`src/rtl/pulse_burst_ctrl.sv`:
```
// Purpose: accepts one burst command (period, duration, count) and emits count timed pulses on o_pulse, then strobes o_done.
// Latency: first pulse cycle is one cycle after accept; o_done lands count*period+1 cycles after accept; ready returns the cycle after.
// Backpressure: o_cmd_ready is high only in IDLE; commands are not queued. Build with PULSE_BURST_ABORT_EN for the i_abort port.
module pulse_burst_ctrl #(
   parameter int CNT_W   = 8,
   parameter int BURST_W = 8
) (
   input  logic               clk,
   input  logic               rst_n,
   input  logic               i_cmd_valid,
   output logic               o_cmd_ready,
   input  logic [CNT_W-1:0]   i_cmd_period,
   input  logic [CNT_W-1:0]   i_cmd_duration,
   input  logic [BURST_W-1:0] i_cmd_count,
   output logic               o_pulse,
   output logic               o_busy,
   output logic               o_done,
`ifdef PULSE_BURST_ABORT_EN
   output logic [BURST_W-1:0] o_pulse_idx,
   input  logic               i_abort
`else
   output logic [BURST_W-1:0] o_pulse_idx
`endif
);

   localparam logic [1:0] S_IDLE = 2'd0;
   localparam logic [1:0] S_RUN  = 2'd1;
   localparam logic [1:0] S_DONE = 2'd2;

   localparam logic [CNT_W-1:0]   CNT_ONE   = CNT_W'(1);
   localparam logic [BURST_W-1:0] BURST_ONE = BURST_W'(1);

   logic [1:0]         state;
   logic [CNT_W-1:0]   period_q;
   logic [CNT_W-1:0]   duration_q;
   logic [BURST_W-1:0] count_q;
   logic [CNT_W-1:0]   phase;
   logic [BURST_W-1:0] idx;
   logic               abort_req;
   logic               phase_wrap;
   logic               last_pulse;

`ifdef PULSE_BURST_ABORT_EN
   assign abort_req = i_abort;
`else
   assign abort_req = 1'b0;
`endif

   // period_q is never 0 after accept, so period_q-1 cannot underflow
   assign phase_wrap = (phase == (period_q - CNT_ONE));
   assign last_pulse = (idx == (count_q - BURST_ONE));

   // Outputs depend only on registered state: no input-to-output path
   assign o_cmd_ready = (state == S_IDLE);
   assign o_busy      = (state != S_IDLE);
   assign o_done      = (state == S_DONE);
   assign o_pulse     = (state == S_RUN) && (phase < duration_q);
   assign o_pulse_idx = idx;

   // Burst sequencer: command capture, phase/index counting and state transitions
   always_ff @(posedge clk or negedge rst_n) begin
      if (!rst_n) begin
         state      <= S_IDLE;
         period_q   <= '0;
         duration_q <= '0;
         count_q    <= '0;
         phase      <= '0;
         idx        <= '0;
      end else begin
         case (state)
            S_IDLE: begin
               phase <= '0;
               if (i_cmd_valid) begin
                  // A zero period would never wrap; run it as a one-cycle period
                  period_q   <= (i_cmd_period == '0) ? CNT_ONE : i_cmd_period;
                  duration_q <= i_cmd_duration;
                  count_q    <= i_cmd_count;
                  idx        <= '0;
                  state      <= (i_cmd_count == '0) ? S_DONE : S_RUN;
               end
            end
            S_RUN: begin
               if (abort_req) begin
                  phase <= '0;
                  state <= S_DONE;
               end else if (phase_wrap) begin
                  phase <= '0;
                  // idx stays at count-1 on the final wrap so it never exceeds the burst
                  if (last_pulse) begin
                     state <= S_DONE;
                  end else begin
                     idx <= idx + BURST_ONE;
                  end
               end else begin
                  phase <= phase + CNT_ONE;
               end
            end
            S_DONE: begin
               phase <= '0;
               state <= S_IDLE;
            end
            default: begin
               phase <= '0;
               state <= S_IDLE;
            end
         endcase
      end
   end

endmodule

```
`config.mk`:
```
export PLATFORM = sky130hd
export DESIGN_NAME = pulse_burst_ctrl
export DESIGN_NICKNAME = d
export VERILOG_FILES = /design/src/rtl/pulse_burst_ctrl.sv
export SDC_FILE = /design/constraint.sdc
export NUM_CORES = 1
export LEC_CHECK = 0
export CAP_MARGIN = 20
export CORE_MARGIN = 5
export CORE_UTILIZATION = 38
export DETAILED_ROUTE_END_ITERATION = 8
export PLACE_DENSITY = 0.7
export SLEW_MARGIN = 20
export SYNTH_ARGS = -nofsm -noshare
export SYNTH_HDL_FRONTEND = slang
export SYNTH_SLANG_ARGS = --single-unit
```
`constraint.sdc`:
```
create_clock -name clk -period 2.9 [get_ports clk]
set_input_delay 0.435 -clock clk [delete_from_list [all_inputs] [get_ports clk]]
set_output_delay 0.435 -clock clk [all_outputs]
set_load 0.01 [all_outputs]
```
# Word level (Yosys, flattened, before mapping)
# Index checks and enable logic that the tools add are counted.
word_totals:
  wordCells: 40
  reg_bits: 42
  output_inout_bits: 12
op_classes:
  n_eq_ne: 8
  mux: 12
  add_sub_neg: 4
  n_lt_le_gt_ge: 1
  reduce_logical: 9
op_table:
  columns: ["cell", "count"]
  rows:
  - ["8-bit 2-to-1 mux", 6]
  - ["8-bit by 1-bit adder with 8-bit output, second input constant", 2]
  - ["8-bit == test", 2]
  - ["8-bit logical NOT", 2]
  - ["8-bit one-hot mux with 2 select lines", 1]
  - ["8-bit by 1-bit subtractor with 8-bit output, second input constant", 2]
  - ["8-bit less-than comparator", 1]
  - ["2-bit 2-to-1 mux", 4]
  - ["2-bit inequality test, second input constant", 4]
  - ["2-bit one-hot mux with 2 select lines", 1]
  - ["4-bit AND reduction", 1]
  - ["2-bit nonzero test", 2]
  - ["3-bit AND reduction", 1]
  - ["2-bit by 1-bit == test with 1-bit output, second input constant", 1]
  - ["2-bit == test, second input constant", 1]
  - ["2-bit logical NOT", 1]
  - ["2-bit AND reduction", 1]
  - ["1-bit logical AND", 1]

# Longest topological paths before layout
logic_depth:
  ltp_word: 5
  mapped_depth: 10
  ltp_nobuf: 9

# Worst setup path before layout
# OpenSTA, ideal clock, no wires.
synth_path:
  path_type: "flip-flop to flip-flop"
  start: "register count_q[0]"
  end: "register idx[3], in the netlist o_pulse_idx[3]"
  setup_time_ps: 125
  synth_period_minus_slack_ps: 2336
  n_path_buf: 1
  path_stages_with_launch: 11
  arrival_ps: 2212
  slack_ps: 564
  cell_sequence: "dfrtp_1 inv_1 ha_1 xnor3_1 nand4_1 or3_1 a211oi_1 buf_6 nor2_2 nand4_1 mux2_2"
synth_between:
  elab_chain_cells: 4
synth_rtl:
  columns: ["item", "line_no", "source"]
  rows:
  - ["start, declared", "36", "logic [BURST_W-1:0] count_q;"]
  - ["start signal, assigned", "77", "count_q <= i_cmd_count;"]
  - ["8-bit by 1-bit subtractor with 8-bit output", "51", "assign last_pulse = (idx == (count_q - BURST_ONE));"]
  - ["8-bit == test", "51", null]
  - ["2-bit inequality test (no source line)", null, null]
  - ["4-bit AND reduction (no source line)", null, null]
  - ["end signal, assigned", "92", "idx <= idx + BURST_ONE;"]
  - ["end, declared", "38", "logic [BURST_W-1:0] idx;"]
# Every way passes these cells.
# A chain may end at the register's enable or synchronous reset.

# Final worst setup path
layout_path:
  start: "register phase[1]"
  end: "output o_pulse"
layout_between:
  elab_chain_cells: 2
layout_rtl:
  columns: ["item", "line_no", "source"]
  rows:
  - ["start, declared", "37", "logic [CNT_W-1:0] phase;"]
  - ["start signal, assigned", "95", "phase <= phase + CNT_ONE;"]
  - ["8-bit less-than comparator", "57", "assign o_pulse = (state == S_RUN) && (phase < duration_q);"]
  - ["1-bit logical AND", "57", null]
  - ["end, declared", "15", "output logic o_pulse,"]
# Every way passes these cells.

==> flow_summary.yaml <==
detailed_routing:
  top_layer: "met4"
  drc_errors: 0
  wl_met1_um: 2360
  ant_nets: 0
  wl_per_cell_um: 13.6
  wl_met3_um: 274
  dr_wl_met2_um: 2450
  drtIter0Drc: 64
  first_pass_iters: 4
  totalWireLength_um: 5140
  vias_per_cell: 5.33
  via_count: 2009
worst_setup_path:
  crit_fanout: 4
  cpPeakStageDelay_ns: 0.53
  worstPathArrival_ns: 2.31
  start_kind: "register"
  crit_top_cell: "a21o_1"
  crit_family: "compound AO/OA/AOI/OAI gates"
  crit_slowest_cell: "clkdlybuf4s50_1"
  critPathKind: "register to primary output"
  cp_num_buf_inv: 1
  required_ns: 2.47
  crit_chain: "ha_1, a21o_1, a21o_1, a21oi_1, nor2b_1, o21ai_0, a21o_1, clkdlybuf4s50_1"
  critPathCaptureType: "primary output"
cts:
  numCtsBuffers: 5
  cts-hold-fix-buffers: 0
  clockBufferDepth: 2
  htree_levels: 2
  path_clk_slew_ns: 0.08
  cts.sink_count: 42
  clock_latency_ns: 0.29
  cts_tree: "built"
  clockRootBuffer: "clkbuf_8"
final_layout:
  n_fill_cell: 601
  drive_above_1_share_pct: 11.7
  area_growth_pct: 22.6
  num-nets-final: 338
  n_antenna_cell: 0
  utilization_pct: 48.3
synthesis:
  synth_nets: 299
  yosysSeqAreaShare_pct: 41.7
  synth_top_family_by_area: "simple AND/OR/NAND/NOR gates"
  synth_compound_area_share_pct: 12.0
  synth_top_flop_cell: "dfrtp_1"
  post_synth.cell_area_avg_um2: 9.65
  synth-simple-area-share_pct: 20.8
  synth_fa_ha_area_share_pct: 5.47
  synth_edf_count: 0
  synthMuxAreaShare_pct: 6.21
  ys_types: 48
  yosysWarnings: 0
  synth-xor-area-share_pct: 9.24
  ys_seq_elements: 42
  synth_area_mm2: 0.00252
  synthCells: 261
  synthArstFlopShare_pct: 100
sta:
  worst_slew_margin_rel_pct: 37.9
  min_period_ns: 2.74
  rsz0062_at_grt: "false"
  worst-slew-pin-transition_ns: 0.931
  slew_viol_final: 0
  finalSetupTns_ns: 0
  setup_viol: 0
  maxClockFrequency_mhz: 364
  hold_violations: 0
  skew_ns: 0.00645
  post-route-period-util_pct: 94.6
global_route:
  grt_max_degree: 45
  track_usage_pct: 13.2
  grt_pass1_vias: 2020
  grt_first_pass_wirelength_um: 9160
  antenna_found_initial: 0
  overflow: 0
die:
  core_area_mm2: 0.00639
  initial_core_util_pct: 39.4
  fp.dieW_um: 91.4
  rows: 29
  dieArea_mm2: 0.00835
  io_pins: 39
  die_h_um: 91.4
placed_design:
  hpwl_um: 3810
  globalplace.congestion: 0.829
  portBuffers: 38
power_and_ir_drop:
  p_comb_share_pct: 46.7
  p_per_area_mw_per_mm2: 937
  p_leak_nw: 1.32
  p_sw_w: 0.00110
  pwr-share-clk_pct: 16.5
  power.internal_w: 0.00179
  pwr-share-seq_pct: 36.8
  power_w: 0.00289
  vdd_drop_max_mv: 0.454
  switching_share_pct: 38.1
job:
  drv_cap: 0
hold_path:
  min_path_type: "input pin to asynchronous set/reset pin"
status:
  status: "complete, no violations"
-- cell usage in the layout, fill, tap and decap left out, types with 6 or more instances in the layout --
master / n
dfrtp_1: 41
clkdlybuf4s50_1: 37
nor2_1: 26
nand2_1: 16
xor2_1: 15
o21ai_0: 15
inv_1: 14
mux2_2: 13
ha_1: 11
nand3_1: 10
a21oi_1: 9
xnor2_1: 9
nand2b_1: 6
nor4_1: 6
clkbuf_8: 6
-- cell type report --
cell class	instances	area [um2]	area share, %
inverter	14	52.6	1.70
multi-input combinational	194	1360	44.1
clock buffer	6	82.6	2.68
sequential	42	1050	34.1
clock inverter	1	30.0	0.973
timing repair buffer	43	413	13.4
tap	77	96.3	3.12
-- Yosys cell counts (2+ instances only) --
master | instances | area share (%)
a211oi_1 | 3 | 0.89
nand3b_1 | 3 | 0.89
nand2b_1 | 6 | 1.5
nor3b_1 | 3 | 0.89
nand4_1 | 4 | 0.99
nor2b_1 | 3 | 0.75
clkbuf_1 | 7 | 1.0
a21o_1 | 3 | 0.89
nand3_1 | 10 | 2.0
nor2_1 | 26 | 3.9
nor3_1 | 5 | 0.99
and3_1 | 2 | 0.50
or4_1 | 3 | 0.89
buf_6 | 2 | 0.89
o21ai_0 | 15 | 3.0
o31ai_1 | 2 | 0.60
nand2_1 | 16 | 2.4
nor4_1 | 6 | 1.5
dfrtp_1 | 42 | 42
xor2_1 | 15 | 5.2
inv_1 | 14 | 2.1
mux2_2 | 13 | 5.8
xnor2_1 | 9 | 3.1
and2_1 | 4 | 0.99
ha_1 | 11 | 5.5
or2_2 | 3 | 0.75
a21oi_1 | 9 | 1.8
a311oi_1 | 2 | 0.70
-- power by group through the flow --
stage	combinational [W]	sequential [W]	clock [W]
after floorplan	0.00102	0.000999	0
after global placement	0.00131	0.00107	0
after detailed placement	0.00134	0.00108	0
after CTS	0.00136	0.00107	0.000495
after global routing	0.00154	0.00111	0.000525
final	0.00135	0.00106	0.000476
-- through the flow --
step           worst slack [ns]  hold WS, ns  cells  instance area, um2
6_report                  0.155        0.282    377                3090
5_1_grt                 0.00625        0.369    377                3090
4_1_cts                  0.0781        0.317    375                3070
3_5_place_dp              0.412        0.522    368                2960
3_3_place_gp              0.439        0.513    368                2960
2_1_floorplan             0.564        0.139    261                2520
-- path summary, 6_finish.rpt --
path | from | to | slack, ns | depth (start not counted)
setup / recovery | phase[1] | o_pulse | 0.16 | 8
hold / removal | rst_n | count_q[4] | 0.28 | 1
setup reg to reg | count_q[0] | o_pulse_idx[7] | 0.42 | 7
hold reg to reg | duration_q[0] | duration_q[0] | 0.54 | 1
max in group asynchronous | rst_n | phase[1] | 1.99 | 1
min in group clk | duration_q[0] | duration_q[0] | 0.54 | 1
-- what timing repair did --
action,CTS,global route
endpoints found under the setup margin,0,1
gates resized for setup,0,1
setup buffers,0,2
-- routing by layer --
metal / vias up / GRT usage [%]
met5: - / 0
met4: 0 / 4.03
met3: 6 / 3.39
met2: 40 / 22.7
met1: 963 / 16.2
li1: 1000 / -
-- sequential cells by signal, indices dropped and copies added, names as in the netlist --
name / flops
o_pulse_idx: 8
state: 2
period_q: 8
duration_q: 8
phase: 8
count_q: 8
-- logic make-up (layout without fill, tap and decap cells) --
group | count (synthesis) | count (layout)
buf+inv | 25 | 64
simple gates | 100 | 100
compound gates | 44 | 44
flops | 42 | 42
mux | 14 | 14
fa+ha+maj | 11 | 11
xor+xnor | 25 | 25
(Power assumes the default switching activity.)
